===== src/rtl/crc_frame_feeder.sv =====
// crc_frame_feeder: buffers parallel messages in a small FIFO and serialises each one
// MSB-first toward crcSender. Each message is followed by the trailing en strobes that
// clock out the remainder and the DONE state. Frames are separated by one idle cycle.
module crc_frame_feeder #(
  parameter int unsigned MSG_W        = 11,
  parameter int unsigned TRAIL_LEN    = 6,
  parameter int unsigned DEPTH        = 4,
  parameter int unsigned CLKS_PER_BIT = 1
) (
  input  logic                     clk,
  input  logic                     rst_n,
  input  logic                     in_valid,
  input  logic [MSG_W-1:0]         in_data,
  output logic                     in_ready,
  output logic                     crc_en,
  output logic                     crc_bit,
  output logic                     busy,
  output logic                     frame_start,
  output logic [$clog2(DEPTH):0]   fifo_count
);

  localparam int unsigned AW     = $clog2(DEPTH);
  localparam int unsigned CW     = AW + 1;
  localparam int unsigned DW     = (CLKS_PER_BIT > 1) ? $clog2(CLKS_PER_BIT) : 1;
  localparam int unsigned MaxLen = (MSG_W > TRAIL_LEN) ? MSG_W : TRAIL_LEN;
  localparam int unsigned BW     = $clog2(MaxLen);

  typedef enum logic [1:0] {StIdle, StSend, StTrail} state_e;

  logic [MSG_W-1:0] mem_q [DEPTH];
  logic [AW-1:0]    wr_ptr_q, rd_ptr_q;
  logic [CW-1:0]    count_q;

  state_e           state_q, state_d;
  logic [DW-1:0]    div_q, div_d;
  logic [BW-1:0]    bitcnt_q, bitcnt_d;
  logic [MSG_W-1:0] shift_q, shift_d;
  logic             frame_start_q, frame_start_d;

  logic push, pop, strobe;

  assign in_ready = (count_q != CW'(DEPTH));
  assign push     = in_valid && in_ready;
  // Pop only from IDLE on the registered count; a word pushed this cycle is not visible yet.
  assign pop      = (state_q == StIdle) && (count_q != '0);
  assign strobe   = (div_q == DW'(CLKS_PER_BIT - 1));

  // FIFO storage; contents need no reset since count gates every read.
  always_ff @(posedge clk) begin
    if (push) mem_q[wr_ptr_q] <= in_data;
  end

  // FIFO pointers and occupancy; pointers wrap naturally because DEPTH is a power of 2.
  always_ff @(posedge clk or negedge rst_n) begin
    if (!rst_n) begin
      wr_ptr_q <= '0;
      rd_ptr_q <= '0;
      count_q  <= '0;
    end else begin
      if (push) wr_ptr_q <= wr_ptr_q + AW'(1);
      if (pop)  rd_ptr_q <= rd_ptr_q + AW'(1);
      if (push && !pop)      count_q <= count_q + CW'(1);
      else if (pop && !push) count_q <= count_q - CW'(1);
    end
  end

  // Serialiser state register.
  always_ff @(posedge clk or negedge rst_n) begin
    if (!rst_n) begin
      state_q       <= StIdle;
      div_q         <= '0;
      bitcnt_q      <= '0;
      shift_q       <= '0;
      frame_start_q <= 1'b0;
    end else begin
      state_q       <= state_d;
      div_q         <= div_d;
      bitcnt_q      <= bitcnt_d;
      shift_q       <= shift_d;
      frame_start_q <= frame_start_d;
    end
  end

  // Next-state: load on pop, shift and count on each strobe, trail strobes, then idle.
  always_comb begin
    state_d       = state_q;
    div_d         = div_q;
    bitcnt_d      = bitcnt_q;
    shift_d       = shift_q;
    frame_start_d = 1'b0;
    unique case (state_q)
      StIdle: begin
        if (pop) begin
          shift_d       = mem_q[rd_ptr_q];
          div_d         = '0;
          bitcnt_d      = '0;
          state_d       = StSend;
          frame_start_d = 1'b1;
        end
      end
      StSend: begin
        div_d = strobe ? '0 : div_q + DW'(1);
        if (strobe) begin
          shift_d = {shift_q[MSG_W-2:0], 1'b0};
          if (bitcnt_q == BW'(MSG_W - 1)) begin
            bitcnt_d = '0;
            state_d  = StTrail;
          end else begin
            bitcnt_d = bitcnt_q + BW'(1);
          end
        end
      end
      StTrail: begin
        div_d = strobe ? '0 : div_q + DW'(1);
        if (strobe) begin
          if (bitcnt_q == BW'(TRAIL_LEN - 1)) begin
            bitcnt_d = '0;
            state_d  = StIdle;
          end else begin
            bitcnt_d = bitcnt_q + BW'(1);
          end
        end
      end
      default: state_d = StIdle;
    endcase
  end

  assign busy        = (state_q != StIdle);
  assign crc_en      = busy && strobe;
  // Shift register only moves on strobes, so the bit holds for the whole bit period.
  assign crc_bit     = (state_q == StSend) ? shift_q[MSG_W-1] : 1'b0;
  assign frame_start = frame_start_q;
  assign fifo_count  = count_q;

endmodule

===== config.mk =====
export PLATFORM = sky130hd
export DESIGN_NAME = crc_frame_feeder
export DESIGN_NICKNAME = d
export VERILOG_FILES = /design/src/rtl/crc_frame_feeder.sv
export SDC_FILE = /design/constraint.sdc
export NUM_CORES = 1
export LEC_CHECK = 0
export BUFFER_PORTS_ARGS = -buffer_cell sky130_fd_sc_hd__buf_2
export CORE_ASPECT_RATIO = 0.9
export CORE_MARGIN = 2
export CORE_UTILIZATION = 45
export DETAILED_ROUTE_END_ITERATION = 12
export HOLD_SLACK_MARGIN = 0.05
export PLACE_DENSITY_LB_ADDON = 0.12
export SYNTH_ARGS = -nofsm -noshare
export SYNTH_HDL_FRONTEND = slang
export SYNTH_SLANG_ARGS = --single-unit

===== constraint.sdc =====
create_clock -name clk -period 4.6 [get_ports clk]
set_input_delay 0.23 -clock clk [delete_from_list [all_inputs] [get_ports clk]]
set_output_delay 0.23 -clock clk [all_outputs]
set_load 0.01 [all_outputs]

# Yosys cells after proc, flatten, opt, wreduce, memory -nomap -nowiden

Memories as Yosys holds them, arrays and structs flattened.
Cells that the tools add are included.

RAM bits: 44
Logic and storage cells: 70
Memories: 1
Input bits: 14
Output and inout bits: 8
Flip-flop bits (word level): 26

Memory list:

| memory | words | bits a word | read ports | clocked after Yosys merged registers in | write ports | line | source |
|---|---|---|---|---|---|---|---|
| mem_q  | 4     | 11          | 1          | 0                                       | 1           | 30   | `logic [MSG_W-1:0] mem_q [DEPTH];` |

Equality and inequality tests: 10
Bitwise gates (word level): 1
Muxes and demuxes: 25
Reductions and logical operators: 19
Add/sub/neg operators: 6

Operators by type and width:

| kind                                                                | number |
|---|---|
| 11-bit 2-to-1 mux                                                   | 2 |
| 11-bit case mux with 2 select lines                                 | 1 |
| 4-bit 2-to-1 mux                                                    | 5 |
| 4-bit case mux with 3 select lines                                  | 1 |
| 2-bit 2-to-1 mux                                                    | 5 |
| 2-bit inequality test (second input constant)                       | 5 |
| 2-bit nonzero test                                                  | 4 |
| 1-bit 2-to-1 mux                                                    | 7 |
| 3-bit 2-to-1 mux                                                    | 2 |
| 2-bit case mux with 3 select lines                                  | 1 |
| 3-bit nonzero test                                                  | 2 |
| 1-bit logical AND                                                   | 5 |
| 5-bit AND reduction                                                 | 1 |
| 2-bit by 1-bit adder with 2-bit output (second input constant)      | 2 |
| 4-bit by 1-bit adder with 4-bit output (second input constant)      | 1 |
| 4-bit by 3-bit == test with 1-bit output (second input constant)    | 1 |
| 4-bit == test (second input constant)                               | 1 |
| 4-bit AND reduction                                                 | 1 |
| 3-bit by 1-bit adder with 3-bit output (second input constant)      | 1 |
| 3-bit inequality test (second input constant)                       | 1 |
| 3-bit AND reduction                                                 | 1 |
| 3-bit by 1-bit subtractor with 3-bit output (second input constant) | 1 |
| 2-bit by 1-bit == test with 1-bit output (second input constant)    | 1 |
| 2-bit == test (second input constant)                               | 1 |
| other kinds (7)                                                     | 8 |

# Depth between registers and ports, before layout

Gate-level depths: netlist of run 1.

Depth in word-level cells: 6
Depth in mapped cells: 9
Gate-level depth less buffers: 9

# Worst setup path after synthesis of run 1

Ideal clock, no wire load.

Path kind: register to register
Start point: register count_q[0], in the netlist fifo_count[0]
End point: register count_q[2], in the netlist fifo_count[2]
Arrival: 2020 ps
Period minus slack after synthesis: 2100 ps
Data required time: 4520 ps
Library setup time: 80 ps
Slack: 2500 ps
Buffers on the path: 0
Cell stages (with the launch flop): 8
Cell sequence: dfrtp_1 > o31ai_1 > ha_1 > inv_1 > fa_1 > xor2_1 > nor2_1 > xor2_1

Longest elaborated chain between the ends: 5
Elaborated cells on any way between the ends: 13
Those cells by class: add/sub (2); eq/ne (1); mux (2); reduce/logical (8)

Ends and longest elaborated chain:

| item                                                                                                | line | source |
|---|---|---|
| start, declared                                                                                     | 32   | `logic [CW-1:0] count_q;` |
| start signal, assigned                                                                              | 62   | `if (push && !pop) count_q <= count_q + CW'(1);` |
| start signal, assigned                                                                              | 63   | `else if (pop && !push) count_q <= count_q - CW'(1);` |
| parallel branches: the longest is 5 deep, another holds 3-bit by 1-bit subtractor with 3-bit output | --   |  |

Parallel ways; which one is timed is not known. The select of a mux whose other input is x is not followed.
A chain may end at the register's enable or synchronous reset.

# Worst setup path in the final report of run 1

Start point: register state_q[1]
End point: register shift_q[6]

Longest elaborated chain between the ends: 4
Elaborated cells on any way between the ends: 8
Those cells by class: eq/ne (3); mux (1); reduce/logical (4)

Ends and longest elaborated chain:

| item                            | line   | source |
|---|---|---|
| start, declared                 | 34     | `state_e state_q, state_d;` |
| start signal, assigned          | 70     | `state_q <= StIdle;` |
| start signal, assigned          | 76     | `state_q <= state_d;` |
| 2-bit logical NOT               | 45, 91 |  |
| 1-bit logical AND               | 45     | `assign pop = (state_q == StIdle) && (count_q != '0);` |
| 2-bit inequality test (no line) | --     |  |
| 3-bit AND reduction (no line)   | --     |  |
| end signal, assigned            | 79     | `shift_q <= shift_d;` |
| end, declared                   | 37     | `logic [MSG_W-1:0] shift_q, shift_d;` |

Several ways; a longest one is shown, not always the timed one.

==> impl_table.tex, run 1 <==
\begin{tabular}{lr}
\hline
Metric & Value \\
\hline
\multicolumn{2}{l}{\textbf{CTS}} \\
\quad Root cell of the clock tree & sky130\_fd\_sc\_hd\_\_clkbuf\_8 \\
\quad Maximum buffer depth of the clock tree & 2 \\
\quad Worst-skew pair later-pin latency & 340 ps \\
\quad Number of post-CTS setup repair buffers & 0 \\
\quad TritonCTS Buffers & 9 \\
\quad Clk pin slew, worst setup/hold paths & 80 ps \\
\quad Clock Sinks & 69 \\
\quad Clock tree from TritonCTS & done \\
\quad Number of H-tree levels & 3 \\
\multicolumn{2}{l}{\textbf{Final layout}} \\
\quad Most common cell after layout, fill and taps aside & sky130\_fd\_sc\_hd\_\_edfxtp\_1 \\
\quad Area growth from synthesis to layout & 14.0\% \\
\quad Fill cell count & 525 \\
\quad Fin util & 52.1\% \\
\quad Ratio of cells with drive above 1 in the final layout & 24.2\% \\
\quad Ant. Diodes & 0 \\
\quad Leading cell types in the layout, fill and taps excluded & sky130\_fd\_sc\_hd\_\_edfxtp\_1 (44), sky130\_fd\_sc\_hd\_\_dfrtp\_1 (25), sky130\_fd\_sc\_hd\_\_buf\_2 (21), sky130\_fd\_sc\_hd\_\_nor2\_1 (15), sky130\_fd\_sc\_hd\_\_a21oi\_1 (12) \\
\quad Final-stage net count & 239 \\
\multicolumn{2}{l}{\textbf{Logic synthesis}} \\
\quad Register bit count reported by yosys & 69 \\
\quad Mean instance size in the synthesized netlist & 15.7 µm² \\
\quad Count of mapped cells out of synthesis & 189 \\
\quad Combined area of all synthesized cells & 2970 µm² \\
\quad Synthesized-area fraction occupied by adder cells & 4.89\% \\
\quad Main combinational cell family by area after synthesis & multiplexers \\
\quad Most instantiated flip-flop cell in the synthesis netlist & sky130\_fd\_sc\_hd\_\_edfxtp\_1 \\
\quad Proportion of synthesized chip area in sequential cells & 65.7\% \\
\quad Synthesized-area fraction occupied by and/or/nand/nor cells & 6.96\% \\
\quad Post-Syn Nets & 214 \\
\quad FFs w/ async S/R, synth & 36.2\% \\
\quad Netlist cell types & 38 \\
\quad Count of yosys warnings during synthesis & 0 \\
\quad Area share of xor/xnor cells in the synthesized design & 1.77\% \\
\quad Mux cell area share after synthesis & 13.2\% \\
\quad Complex-gate fraction of the synthesized area & 5.06\% \\
\quad EDFF count, synth & 44 \\
\multicolumn{2}{l}{\textbf{Placement}} \\
\quad Global placement routability congestion & 0.774 \\
\quad HPWL after detailed placement & 3.39 mm \\
\quad Count of buffers from port buffering & 21 \\
\quad Place WS & 1970 ps \\
\multicolumn{2}{l}{\textbf{Global routing}} \\
\quad Antenna violations before repair & 0 \\
\quad Global route overflow & 0 \\
\quad Largest net degree at the start of global routing & 26 \\
\quad Via count of the first global-routing pass & 1,555 \\
\quad Wire length of the first global-routing pass & 8.00 mm \\
\quad Total global routing track utilization & 15.6\% \\
\multicolumn{2}{l}{\textbf{Route}} \\
\quad Total wirelength of the detailed-routed design & 4.97 mm \\
\quad Via count of the routed design & 1,606 \\
\quad Vias per Instance & 5.20 \\
\quad Top routing layer used & met4 \\
\quad Final routed DRC violation total & 0 \\
\quad Post-DR wirelength/cell & 16.1 µm \\
\quad Total iterations of the first detailed-routing run & 4 \\
\quad Remaining number of nets flagged by the antenna check after routing & 0 \\
\quad Length of routed met2 wiring & 2.34 mm \\
\quad Drt first-iter violations & 87 \\
\quad Post-route met1 wirelength & 2.35 mm \\
\quad Detailed-routed wire length on met3 & 205 µm \\
\multicolumn{2}{l}{\textbf{Worst setup path}} \\
\quad Family of cells with the greatest summed delay on the critical path & simple AND/OR/NAND/NOR gates \\
\quad WS Path Type & reg -> reg \\
\quad Crit end category & register \\
\quad Launching element type of the critical path & register \\
\quad Cell with the most instances on the worst path & sky130\_fd\_sc\_hd\_\_nor2\_1 \\
\quad Worst Path Arrival & 2890 ps \\
\quad FF-to-FF path depth & 6 \\
\quad Crit-path slowest cell & sky130\_fd\_sc\_hd\_\_nor2\_1 \\
\quad Critical-path maximum fanout & 20 \\
\quad Worst endpoint required time & 4860 ps \\
\quad Critical path buffers and inverters & 1 \\
\quad Number of logic stages on the critical path including buffering & 6 \\
\quad Cells traversed along the worst timing path & inv\_1 > ha\_1 > nor2\_1 > nor2\_1 > nor2\_1 > a21oi\_1 \\
\quad Worst stage delay on the critical path & 900 ps \\
\multicolumn{2}{l}{\textbf{Die}} \\
\quad Effective utilization at floorplan & 45.8\% \\
\quad Num ports & 22 \\
\quad Die Y-Extent & 81.0 µm \\
\quad Floorplan core area & 6480 µm² \\
\quad Die Footprint & 7260 µm² \\
\quad Horizontal die dimension & 89.6 µm \\
\quad Number of core rows & 28 \\
\multicolumn{2}{l}{\textbf{Power and ir drop}} \\
\quad Static leakage power & 1.30 nW \\
\quad PD cells & 693 nW/µm² \\
\quad Highest ir drop seen on vdd & 0.000280 V \\
\multicolumn{2}{l}{\textbf{Timing}} \\
\quad Setup repair after global routing missed its margin & no \\
\quad Worst-case setup margin in the final layout & 1970 ps \\
\quad Worst slew pin tran & 1150 ps \\
\quad Crit path time final & 2630 ps \\
\quad Clock skew & 10.6 ps \\
\quad Final worst path period share & 57.1\% \\
\quad Number of hold-slack violations in the final timing report & 0 \\
\quad Max-Slew Margin vs Limit & 22.9\% \\
\quad Fmax & 380 MHz \\
\quad Final setup violation count & 0 \\
\quad Slew Viols, Final & 0 \\
\quad Total Neg Setup Slack & 0 ps \\
\multicolumn{2}{l}{\textbf{Job}} \\
\quad Max-cap viol count & 0 \\
\multicolumn{2}{l}{\textbf{Hold path}} \\
\quad Count of cells along the worst hold path & 1 \\
\quad Hold Crit Class & in -> reg \\
\multicolumn{2}{l}{\textbf{Run status}} \\
\quad Status & complete, no violations \\
\hline
\end{tabular}
==> layer usage <==
metal | track usage [%] | up-vias
met5 | 0 | -
met4 | 5.82 | 0
met3 | 6.61 | 8
met2 | 23.7 | 33
met1 | 20.1 | 812
li1 | - | 753
==> power breakdown <==
part	internal [mW]	switching [mW]
registers	0.855	0.150
logic	0.378	0.404
clock network	0.313	0.241
total	1.55	0.796
==> sequential cells by signal (all words and copies together) (netlist names) <==
signal,cells
wr_ptr_q,2
rd_ptr_q,2
state_q,2
shift_q,11
bitcnt_q,4
mem_q,44
fifo_count,3
frame_start,1
==> through the flow <==
step	hold slack, ps	instances	cell area [µm²]	total power, mW
2_1_floorplan	-65.6	189	2970	1.61
3_3_place_gp	244	292	3140	1.76
3_5_place_dp	261	292	3140	1.81
4_1_cts	77.8	309	3380	2.37
5_1_grt	78.9	309	3380	2.50
6_report	93.8	309	3380	2.34
==> Yosys cell counts (2+ instances only) <==
cell	instances	area, µm²
sky130_fd_sc_hd__a21oi_1	12	60.1
sky130_fd_sc_hd__a22o_1	2	17.5
sky130_fd_sc_hd__and3_1	4	25.0
sky130_fd_sc_hd__buf_2	3	15.0
sky130_fd_sc_hd__buf_4	2	15.0
sky130_fd_sc_hd__clkbuf_1	2	7.51
sky130_fd_sc_hd__dfrtp_1	25	626
sky130_fd_sc_hd__edfxtp_1	44	1320
sky130_fd_sc_hd__ha_1	10	125
sky130_fd_sc_hd__inv_1	7	26.3
sky130_fd_sc_hd__mux2_1	2	22.5
sky130_fd_sc_hd__mux2_2	2	22.5
sky130_fd_sc_hd__mux2i_1	10	100
sky130_fd_sc_hd__mux4_2	11	248
sky130_fd_sc_hd__nand2_1	7	26.3
sky130_fd_sc_hd__nor2_1	15	56.3
sky130_fd_sc_hd__nor2b_1	2	12.5
sky130_fd_sc_hd__o21ai_0	3	15.0
sky130_fd_sc_hd__o31a_1	2	17.5
sky130_fd_sc_hd__o31ai_1	2	15.0
sky130_fd_sc_hd__xnor2_1	4	35.0
sky130_fd_sc_hd__xor2_1	2	17.5
==> path summary, 6_finish.rpt <==
check	from	endpoint	slack [ps]
max	state_q[1]$_DFFE_PN0P_	shift_q[6]$_DFFE_PN0P_	1970
min	in_data[4]	mem_q[1][4]$_DFFE_PP_	90
max reg2reg	state_q[1]$_DFFE_PN0P_	shift_q[6]$_DFFE_PN0P_	1970
min reg2reg	shift_q[0]$_DFFE_PN0P_	shift_q[0]$_DFFE_PN0P_	520
max in group asynchronous	rst_n	state_q[0]$_DFFE_PN0P_	3790
min in group asynchronous	rst_n	shift_q[8]$_DFFE_PN0P_	410
==> logic make-up after synthesis <==
| family | count (synthesis) |
|---|---|
| compound gates | 24 |
| xor+xnor | 6 |
| fa+ha+maj | 11 |
| buf+inv | 16 |
| flops | 69 |
| mux | 25 |
| simple gates | 38 |
==> repair_timing <==
item	4_1_cts	5_1_grt
gates resized for setup	0	0
endpoints found under the setup margin	0	0
hold buffers	1	0
endpoints found under the hold margin	25	0
==> cell type report <==
| class | instances | area, µm² | area share, % |
|---|---|---|---|
| clock inverter | 7 | 104 | 3.07 |
| inverter | 8 | 30.0 | 0.889 |
| tap | 90 | 113 | 3.33 |
| clock buffer | 9 | 124 | 3.67 |
| sequential | 69 | 1950 | 57.6 |
| multi-input combinational | 104 | 947 | 28.0 |
| timing repair buffer | 22 | 115 | 3.41 |
Note: power is estimated with default switching activity, not from simulation.
==> run 2, diff against run 1 <==
clock period = 2.2 ns   (was 4.6 ns; I/O delays follow)
==> run 2 against run 1 <==
Setup slack worse by 1900 ps. Clock skew is 2.6 ps lower. Critical path depth grew 4. Clock power up 64%. Register-to-register slack worse by 1900 ps. Worst hold slack gained 120 ps. Count of clock-buffer cells in the layout did not move. Global-route usage up 0.22 points. Combinational power rose by 150%. Wire length is 1.4% higher. First-iteration DRC count decreased by 16%.
==> impl_table.tex, run 2 (synthesis gave the netlist of run 1 again) <==
\begin{tabular}{lr}
\hline
Metric & Value \\
\hline
\multicolumn{2}{l}{\textbf{Run status}} \\
\quad Status & complete, no violations (unchanged) \\
\multicolumn{2}{l}{\textbf{CTS}} \\
\quad Clock Sinks & 69 (unchanged) \\
\quad Maximum buffer depth of the clock tree & 2 (unchanged) \\
\quad Number of H-tree levels & 3 (unchanged) \\
\quad Clk pin slew, worst setup/hold paths & 80 ps (about the same) \\
\quad Worst-skew pair later-pin latency & 340 ps (about the same) \\
\quad TritonCTS Buffers & 9 (unchanged) \\
\quad Root cell of the clock tree & sky130\_fd\_sc\_hd\_\_clkbuf\_8 (unchanged) \\
\quad Clock tree from TritonCTS & done (unchanged) \\
\multicolumn{2}{l}{\textbf{Worst setup path}} \\
\quad Crit-path slowest cell & sky130\_fd\_sc\_hd\_\_fa\_1 (was sky130\_fd\_sc\_hd\_\_nor2\_1) \\
\quad Critical path buffers and inverters & 2 (was 1) \\
\quad Launching element type of the critical path & register (unchanged) \\
\quad Worst Path Arrival & 2330 ps (was 2890 ps) \\
\quad Cells traversed along the worst timing path & buf\_4 > nor2\_1 > nand2\_1 > and2\_1 > ha\_2 > inv\_1 > fa\_1 > xor2\_1 > nor2\_1 > xor2\_1 (was inv\_1 > ha\_1 > nor2\_1 > nor2\_1 > nor2\_1 > a21oi\_1) \\
\quad Family of cells with the greatest summed delay on the critical path & adder cells (was simple AND/OR/NAND/NOR gates) \\
\quad Crit end category & register (unchanged) \\
\quad Worst stage delay on the critical path & 390 ps (was 900 ps) \\
\quad Critical-path maximum fanout & 5 (was 20) \\
\quad WS Path Type & reg -> reg (unchanged) \\
\quad Worst endpoint required time & 2460 ps (was 4860 ps) \\
\multicolumn{2}{l}{\textbf{Timing}} \\
\quad Worst hold-check slack & 214 ps (was 93.8 ps) \\
\quad Max-Slew Margin vs Limit & 51.9\% (was 22.9\%) \\
\quad Setup repair after global routing missed its margin & no (unchanged) \\
\quad Fmax & 481 MHz (was 380 MHz) \\
\quad Clock skew & 7.99 ps (was 10.6 ps) \\
\quad Final setup violation count & 0 (unchanged) \\
\quad Total Neg Setup Slack & 0 ps (unchanged) \\
\quad Slew Viols, Final & 0 (unchanged) \\
\quad Crit path time final & 2080 ps (was 2630 ps) \\
\quad Number of hold-slack violations in the final timing report & 0 (unchanged) \\
\quad Final worst path period share & 94.5\% (was 57.1\%) \\
\quad Worst slew pin tran & 721 ps (was 1150 ps) \\
\multicolumn{2}{l}{\textbf{Route}} \\
\quad Drt first-iter violations & 73 (was 87) \\
\quad Via count of the routed design & 1,668 (was 1,606) \\
\quad Final routed DRC violation total & 0 (unchanged) \\
\quad Vias per Instance & 5.01 (was 5.20) \\
\quad Total wirelength of the detailed-routed design & 5.04 mm (was 4.97 mm) \\
\quad Post-DR wirelength/cell & 15.1 µm (was 16.1 µm) \\
\quad Total iterations of the first detailed-routing run & 4 (unchanged) \\
\quad Remaining number of nets flagged by the antenna check after routing & 0 (unchanged) \\
\multicolumn{2}{l}{\textbf{Placement}} \\
\quad Global placement routability congestion & 0.799 (was 0.774) \\
\quad HPWL after detailed placement & 3.45 mm (was 3.39 mm) \\
\quad Number of placed cells counting well taps & 302 (was 292) \\
\quad Count of buffers from port buffering & 21 (unchanged) \\
\multicolumn{2}{l}{\textbf{Die}} \\
\quad Number of core rows & 28 (unchanged) \\
\quad Die Y-Extent & 81.0 µm (unchanged) \\
\quad Floorplan core area & 6480 µm² (unchanged) \\
\quad Horizontal die dimension & 89.6 µm (unchanged) \\
\quad Effective utilization at floorplan & 45.8\% (unchanged) \\
\quad Die Footprint & 7260 µm² (unchanged) \\
\quad Num ports & 22 (unchanged) \\
\multicolumn{2}{l}{\textbf{Global routing}} \\
\quad Antenna violations before repair & 0 (unchanged) \\
\quad Global route overflow & 0 (unchanged) \\
\quad Largest net degree at the start of global routing & 26 (unchanged) \\
\quad Via count of the first global-routing pass & 1,729 (was 1,555) \\
\quad Total global routing track utilization & 15.8\% (was 15.6\%) \\
\quad Wire length of the first global-routing pass & 8.26 mm (was 8.00 mm) \\
\multicolumn{2}{l}{\textbf{Job}} \\
\quad Max-cap viol count & 0 (unchanged) \\
\multicolumn{2}{l}{\textbf{Final layout}} \\
\quad Final-stage net count & 263 (was 239) \\
\quad Fill cell count & 536 (was 525) \\
\quad Ratio of cells with drive above 1 in the final layout & 28.4\% (was 24.2\%) \\
\quad Leading cell types in the layout, fill and taps excluded & sky130\_fd\_sc\_hd\_\_edfxtp\_1 (44), sky130\_fd\_sc\_hd\_\_dfrtp\_1 (25), sky130\_fd\_sc\_hd\_\_buf\_2 (21), sky130\_fd\_sc\_hd\_\_nor2\_1 (14) (was sky130\_fd\_sc\_hd\_\_edfxtp\_1 (44), sky130\_fd\_sc\_hd\_\_dfrtp\_1 (25), sky130\_fd\_sc\_hd\_\_buf\_2 (21), sky130\_fd\_sc\_hd\_\_nor2\_1 (15), sky130\_fd\_sc\_hd\_\_a21oi\_1 (12)) \\
\quad Ant. Diodes & 0 (unchanged) \\
\quad Number of flip-flops in the largest register & 44 (unchanged) \\
\quad Most common cell after layout, fill and taps aside & sky130\_fd\_sc\_hd\_\_edfxtp\_1 (unchanged) \\
\quad Count of non-filler cells in the finished layout & 333 (was 309) \\
\quad Largest registers & mem\_q (44), shift\_q (11), bitcnt\_q (4) (unchanged) \\
\quad Register bank with the most flops & mem\_q (unchanged) \\
\quad Area growth from synthesis to layout & 20.2\% (was 14.0\%) \\
\multicolumn{2}{l}{\textbf{Power and ir drop}} \\
\quad Overall power consumption & 4.85 mW (was 2.34 mW) \\
\quad Static leakage power & 1.39 nW (was 1.30 nW) \\
\quad PD cells & 1360 nW/µm² (was 693 nW/µm²) \\
\quad Highest ir drop seen on vdd & 0.000699 V (was 0.000280 V) \\
\multicolumn{2}{l}{\textbf{Hold path}} \\
\quad Hold Crit Class & in -> reg (unchanged) \\
\hline
\end{tabular}
## run 2: layout make-up
type	instances	area [µm²]	area share, %
multi-input cells	104	957	26.9
clock inverters	7	58.8	1.65
inverters	8	30.0	0.842
flip-flops and latches	69	1950	54.6
repair buffers	46	335	9.41
clock buffers	9	124	3.47
well taps	90	113	3.16
## run 2: repair_timing
action / CTS / global route
hold endpoints to repair: 69 / 0
hold buffers: 12 / 0
endpoints found under the setup margin: 0 / 12
gates resized for setup: 0 / 4
buffers inserted: 0 / 3
## run 2: path summary, 6_finish.rpt
kind / start / slack (ps) / end / cells past startpoint
worst max-delay path: fifo_count[1]$_DFFE_PN0P_ / 120 / fifo_count[2]$_DFFE_PN0P_ / 10
worst min-delay path: in_valid / 210 / wr_ptr_q[0]$_DFFE_PN0P_ / 3
worst max register to register: fifo_count[1]$_DFFE_PN0P_ / 120 / fifo_count[2]$_DFFE_PN0P_ / 10
worst min register to register: shift_q[0]$_DFFE_PN0P_ / 520 / shift_q[0]$_DFFE_PN0P_ / 2
max in group asynchronous: rst_n / 1500 / fifo_count[0]$_DFFE_PN0P_ / 2
min in group asynchronous: rst_n / 310 / shift_q[9]$_DFFE_PN0P_ / 2
## run 2: through the flow
| step | instance area [µm²] | util [%] | setup WS [ps] |
|---|---|---|---|
| 6_report | 3560 | 55.0 | 121 |
| 5_1_grt | 3560 | 55.0 | 6.63 |
| 4_1_cts | 3530 | 54.5 | 11.2 |
| 3_5_place_dp | 3230 | 49.8 | 3.97 |
| 3_3_place_gp | 3230 | 49.8 | 165 |
| 2_1_floorplan | 2970 | - | 100 |
## run 2: where the power goes
part / total, mW / switching (mW) / internal, mW
Sequential: 2.02 / 0.237 / 1.79
Clock: 0.909 / 0.488 / 0.421
Combinational: 1.92 / 0.964 / 0.957
Total: 4.85 / 1.69 / 3.16
## run 2: worst register-to-register path, cell delays in order, from the launching register on
cell and delay, ps:
sky130_fd_sc_hd__dfrtp_1 380, sky130_fd_sc_hd__buf_4 170, sky130_fd_sc_hd__nor2_1 50, sky130_fd_sc_hd__nand2_1 90, sky130_fd_sc_hd__and2_1 220, sky130_fd_sc_hd__ha_2 200, sky130_fd_sc_hd__inv_1 50, sky130_fd_sc_hd__fa_1 390
sky130_fd_sc_hd__xor2_1 180, sky130_fd_sc_hd__nor2_1 110, sky130_fd_sc_hd__xor2_1 160
## run 2: metal layers
metal  part of all wire (%)  up-vias  track usage [%]
met2                     51       32             26.0
met5                      0        -                0
li1                       -      803                -
met3                    3.8        6             6.61
met4                    1.1        0             4.93
met1                     44      827             19.1
